`config.mk`:
```
export PLATFORM = sky130hd
export DESIGN_NAME = muldiv_ctrl
export DESIGN_NICKNAME = d
export VERILOG_FILES = /design/src/rtl/muldiv_ctrl.sv
export SDC_FILE = /design/constraint.sdc
export NUM_CORES = 1
export LEC_CHECK = 0
export ABC_CLOCK_PERIOD_IN_PS = 4200
export CELL_PAD_IN_SITES_DETAIL_PLACEMENT = 1
export CELL_PAD_IN_SITES_GLOBAL_PLACEMENT = 2
export CORE_MARGIN = 2
export CORE_UTILIZATION = 33
export DETAILED_ROUTE_END_ITERATION = 6
export PLACE_DENSITY = 0.87
export SLEW_MARGIN = 10
export SYNTH_ARGS = -nofsm -noshare
export SYNTH_HDL_FRONTEND = slang
export SYNTH_SLANG_ARGS = --single-unit
```
`constraint.sdc`:
```
create_clock -name CLK -period 4.2 [get_ports CLK]
set_clock_uncertainty 0.15 [all_clocks]
set_input_delay 1.05 -clock CLK [delete_from_list [all_inputs] [get_ports CLK]]
set_output_delay 1.05 -clock CLK [all_outputs]
set_load 0.005 [all_outputs]
```
`src/rtl/muldiv_ctrl.sv`:
```
// Iterative unsigned 32x32 multiply / 32/32 divide controller.
// One bit per cycle, fixed 32-cycle RUN phase, divide-by-zero short-circuits straight to DONE.
module muldiv_ctrl (
    input  logic        CLK,
    input  logic        RESET,
    input  logic        START,
    input  logic        OP,
    input  logic [31:0] OPND_A,
    input  logic [31:0] OPND_B,
    input  logic        ABORT,
    output logic        BUSY,
    output logic        DONE,
    output logic [31:0] HI,
    output logic [31:0] LO,
    output logic        DIV_ZERO
);

    typedef enum logic [1:0] {
        S_IDLE = 2'd0,
        S_RUN  = 2'd1,
        S_DONE = 2'd2
    } state_t;

    state_t      state;
    state_t      state_next;
    logic        op_q;
    logic [31:0] m_q;        // multiplicand for MULTU, divisor for DIVU
    logic [4:0]  cnt;
    logic [63:0] work;       // MULTU: {partial product, multiplier}; DIVU: {remainder, dividend/quotient}
    logic [63:0] work_step;
    logic [32:0] mul_sum;
    logic [32:0] div_trial;
    logic        last_iter;
    logic        start_div_zero;

    assign last_iter      = (cnt == 5'd31);
    assign start_div_zero = OP && (OPND_B == 32'd0);

    // NOTE: sequential state is written with non-blocking assignments so every
    // register samples the pre-edge values of its neighbours.
    always_ff @(posedge CLK) begin
        if (RESET) state <= S_IDLE;
        else       state <= state_next;
    end

    // NOTE: every combinational output gets a default before the case so no
    // path can leave it unassigned and infer a latch.
    always_comb begin
        state_next = state;
        case (state)
            S_IDLE: if (START) state_next = start_div_zero ? S_DONE : S_RUN;
            S_RUN: begin
                if (ABORT)          state_next = S_IDLE;
                else if (last_iter) state_next = S_DONE;
            end
            S_DONE:  state_next = S_IDLE;
            default: state_next = S_IDLE;
        endcase
    end

    // One iteration of shift-add multiply or restoring division.
    always_comb begin
        mul_sum   = {1'b0, work[63:32]} + {1'b0, m_q};
        div_trial = {work[63:32], work[31]} - {1'b0, m_q};
        work_step = work;
        if (!op_q) begin
            if (work[0]) work_step = {mul_sum, work[31:1]};
            else         work_step = {1'b0, work[63:1]};
        end else begin
            // Minuend is below twice the divisor, so bit 32 is a clean borrow flag.
            if (!div_trial[32]) work_step = {div_trial[31:0], work[30:0], 1'b1};
            else                work_step = {work[62:0], 1'b0};
        end
    end

    always_ff @(posedge CLK) begin
        if (RESET) begin
            op_q     <= 1'b0;
            m_q      <= 32'd0;
            cnt      <= 5'd0;
            work     <= 64'd0;
            HI       <= 32'd0;
            LO       <= 32'd0;
            DIV_ZERO <= 1'b0;
        end else begin
            case (state)
                S_IDLE: begin
                    if (START) begin
                        op_q <= OP;
                        m_q  <= OP ? OPND_B : OPND_A;
                        work <= {32'd0, (OP ? OPND_A : OPND_B)};
                        cnt  <= 5'd0;
                        if (start_div_zero) begin
                            HI       <= OPND_A;
                            LO       <= 32'hFFFF_FFFF;
                            DIV_ZERO <= 1'b1;
                        end
                    end
                end
                S_RUN: begin
                    if (!ABORT) begin
                        work <= work_step;
                        cnt  <= cnt + 5'd1;
                        if (last_iter) begin
                            HI       <= work_step[63:32];
                            LO       <= work_step[31:0];
                            DIV_ZERO <= 1'b0;
                        end
                    end
                end
                default: ;
            endcase
        end
    end

    assign BUSY = (state != S_IDLE);
    assign DONE = (state == S_DONE);

endmodule

```
# After elaboration in Yosys (flattened, before gate mapping)
# Index checks and enable logic that the tools add are counted.
# totals
reg_bits,169
latchBits,0
ramBits,0
rom_bits,0
in_bits,69
output_inout_bits,67
elab_cells,59
mem_count,0
# classes
add_sub_neg,3
mul,0
n_div,0
magnitude_cmp,0
eq_ne,8
shifts,0
mux,31
n_bitwise,0
n_reduce_logical,9
# ops
cell,n
$mux 32,10
$mux 64,5
$pmux 32 s2,2
$pmux 64 s2,1
$add 32x32->33,1
$sub 33x32->33,1
$logic_not 32->1,1
$mux 5,2
$pmux 5 s2,1
$mux 2,4
$ne 2x2->1 const B,4
$add 5x1->5 const B,1
$eq 5x5->1 const B,1
$reduce_and 5->1,1
$mux 1,4
$pmux 2 s2,1
$reduce_and 2->1,2
$reduce_bool 2->1,2
$ne 3x3->1 const B,1
$reduce_and 3->1,1
$eq 2x1->1 const B,1
$eq 2x2->1 const B,1
$logic_not 2->1,1
$pmux 1 s2,1
$logic_and 1x1->1,1

# Longest topological paths before layout
# depth
ltp_word,6
ltp_mapped,14
mapped_depth_nobuf,13

# Worst setup path before layout
# No wires, ideal clock.
# synth_timing
kind,input -> register
from,input OPND_B[12]
to,register HI[15]
setup_time_ns,0.058
arrival_ns,3.019
required_time_ns,3.992
setup_slack_ns,0.973
cell_stages,10
path_buffers,2
cell_sequence,or4_1 nor4_1 nand4_1 nand2_1 a21boi_0 clkbuf_1 clkbuf_1 nor2_1 nor3_1 o21a_1
# synth_between
elab_chain_len,4
# synth_rtl
element,line,rtl
from (decl),9,"input logic [31:0] OPND_B,"
$logic_not 32->1,37,assign start_div_zero = OP && (OPND_B == 32'd0);
$logic_and 1x1->1,37,
$ne 2x2->1 (no source line),n/a,
$reduce_and 5->1 (no source line),n/a,
to (signal assigned),105,HI <= work_step[63:32];
to (decl),13,"output logic [31:0] HI,"
# No other way between the ends.
# A chain may end at the register's enable or synchronous reset.

# Worst setup path in the final report
# layout_timing
from,input OPND_B[11]
to,register HI[0]
# The elaborated chain is that of the path after synthesis.

==> run_results.csv <==
group,metric,value,unit
die,die-height,196.3,um
clocking,cts_root_buffer,"clkbuf_16",
sta,timing.fmax,243.3,MHz
synth,synthArstFlopShare,0,
global_route,grt_antenna_before_repair,0,
clocking,cts_tree,"built",
synth,synthTopCellsByArea,"dfxtp_1 (28%), mux2i_1 (8.5%), ha_1 (6.8%)",
critical_path,worst_setup_path_end_kind,"flop",
synth,yosys_warnings,0,
sta,grt_setup_unrepaired,"false",
sta,worst_slew_pin_slew,1003,ps
sta,setup_viol,0,
clocking,cts_max_level,4,
global_route,grt_pass1_wl,78.08,mm
synth,yosysTopAreaCell,"dfxtp_1",
route,drt-initial-drc-count,923,
synth,synth.cell_area,12210,um2
final_layout,regArea,3387,um2
synth,synth_edf_count,0,
sta,whs,313.9,ps
power_and_ir_drop,leakagePower,5.930,nW
route,ant_nets,0,
critical_path,timing.rr.start,"work[32]",
clocking,clk_pin_slew,60,ps
synth,synthCells,1621,
critical_path,crit_type,"in2reg",
route,drcViolationCount,0,
critical_path,crit_slowest_cell,"nor4_1",
power_and_ir_drop,irDropWorstVdd,0.3154,mV
synth,yosysUniqueCellTypes,79,
clocking,postCtsSetupBuffers,0,
synth,yosys_most_used_dff,"dfxtp_1",
sta,period_needed,4110,ps
final_layout,drive_above_1_share,0.08770,
critical_path,r2r-end,"HI[29]",
die,die-area,38540,um2
global_route,grt_pass1_vias,13151,
clocking,hold_buffers,0,
route,vias_per_cell,5.783,
synth,synth_top_area_frac,0.2772,
final_layout,fillCellCount,4412,
clocking,cts_inserted_buffers,17,
die,io-pin-count,136,
critical_path,worstPathMaxFanout,37,
synth,seq_area_frac_synth,0.2772,
placed_design,place_hpwl,38.91,mm
route,wl_per_cell,22.67,um
critical_path,start_kind,"input pin",
placed_design,place_congestion,0.8952,
die,rows,70,
clocking,post_cts_resized,0,
hold_path,hold_depth,2,
hold_path,holdPathEnd,"cnt[4]",
critical_path,crit_chain,"clkdlybuf4s50_1 -> nor4_1 -> nand4_1 -> nor4_1 -> nand4_1 -> nand2_1 -> a21boi_4 -> buf_12 -> nor2_1 -> a2111oi_1",
synth,syn_area_per_cell,7.530,um2
final_layout,areaGrowthSynthToFinish,23.17,%
global_route,gr-total-overflow,0,
hold_path,hold_class,"reg2reg",
synth,synth_fp_nets,1758,
global_route,grt_usage,0.2612,
critical_path,cp.arrival,4280,ps
route,drt_pre_antenna_iters,5,
run_status,outcome,"finished clean",
final_layout,fin_nets,1880,
critical_path,r2r_slack,280,ps
synth,ys_ff_latch,169,
clocking,cts_sinks,169,
route,vias,12861,
power_and_ir_drop,powerDensity,355.4,nW/um2
final_layout,post-route-util,0.4116,
sta,slew_violations,0,
die,core-area,36520,um2
job,drv_cap,0,
critical_path,ff2ff_path_depth,11,
clocking,clkLatencyLatePin,450,ps
hold_path,hp-start,"cnt[4]",
die,die_x,196.3,um
final_layout,diodes,0,
clocking,cts_buffer_depth,2,
placed_design,port_buffers,135,
sta,slew_headroom,0.3302,
global_route,grt_max_degree,82,
critical_path,slowest_delay,730,ps
final_layout,multi_input_area,8242,um2
sta,post-route-period-util,0.9787,
route,wirelength,50.43,mm
die,start_util,0.3342,
critical_path,worstPathRequired,4370,ps
sta,finalHoldViolCount,0,
==> worst max-delay path, delay by kind of cell <==
kind,cells,cell delay (ps)
buffers and inverters,2,760
and+or+nand+nor,6,1800
AOI/OAI and AO/OA,2,650
==> per-layer routing <==
layer / track usage / share of wire / wire length, um / vias up
met4: 0.07267 / 0.021 / 1077 / 0
met3: 0.03662 / 0.054 / 2748 / 59
met5: 0 / 0 / 0 / -
li1: - / - / - / 6128
met2: 0.4166 / 0.45 / 22670 / 365
met1: 0.3669 / 0.47 / 23930 / 6309
==> state kept, by name, summed over array words and instances, names as in the netlist <==
register and cells:
DIV_ZERO 1, HI 32, LO 32, cnt 5
m_q 32, op_q 1, state 2, work 64
==> through the flow <==
step,power (mW),instance area [um2],setup TNS (ps),instances,worst slack (ps)
floorplan,2.943,12210,0,1621,973.2
global placement,3.657,14430,-9017,2192,-325.6
detailed placement,3.690,14430,-11010,2192,-344.9
CTS,5.344,15030,0,2224,76.47
global route,5.603,15030,0,2224,9.991
finish,5.342,15030,0,2224,89.60
==> report_power, final <==
part / switching [mW] / total [mW] / internal (mW)
Sequential: 0.133 / 1.87 / 1.74
Clock: 0.677 / 1.65 / 0.972
Combinational: 1.09 / 1.82 / 0.728
==> Yosys cell counts, types with 27 or more instances <==
master	number
nand2_1	201
nor2_1	181
dfxtp_1	169
a21oi_1	145
mux2i_1	104
clkbuf_1	95
o21ai_0	78
ha_1	66
nor3_1	66
a211oi_1	60
inv_1	53
nand3_1	52
xnor2_1	27
==> layout make-up <==
class | count | area share
clock buffer | 23 | 0.03113
clock inverter | 9 | 0.009155
inverter | 53 | 0.01323
multi-input combinational | 1288 | 0.5482
sequential | 169 | 0.2253
tap | 468 | 0.03895
timing repair buffer | 214 | 0.1340
==> layout by cell type (no fill, tap or decap), drive strengths merged, types with 19 or more instances in the layout <==
cell type        n
nor2           183
dfxtp          169
ha              66
xnor2           27
a21o            22
o21ai           83
o211ai          19
a21oi          145
clkbuf          23
a211oi          64
mux2i          104
nand3           52
nor3            67
nand2          202
buf             81
clkdlybuf4s50  133
a31oi           20
inv             55
==> cells by family (layout without fill, tap and decap cells) <==
| family | Yosys count | count (layout) | share of synthesized area |
|---|---|---|---|
| flip-flops | 169 | 169 | 0.2772 |
| multiplexers | 116 | 116 | 0.09636 |
| XOR/XNOR | 44 | 44 | 0.03157 |
| buffers and inverters | 164 | 299 | 0.05228 |
| AND/OR/NAND/NOR | 605 | 605 | 0.2246 |
| AO/OA/AOI/OAI | 455 | 455 | 0.2471 |
| adder cells (fa/ha/maj) | 68 | 68 | 0.07094 |
==> how the worst max path moves through the flow <==
stage | start | to | slack [ps] | depth (start not counted)
6_report | OPND_B[11] | HI[0] | 90 | 10
5_1_grt | OPND_B[11] | HI[0] | 10 | 10
4_1_cts | OPND_B[11] | HI[0] | 80 | 10
3_5_place_dp | OPND_B[11] | HI[0] | -340 | 10
3_3_place_gp | OPND_B[11] | HI[0] | -330 | 10
2_1_floorplan | OPND_B[12] | HI[15] | 970 | 10
Note: power is estimated with default switching activity, not from simulation.
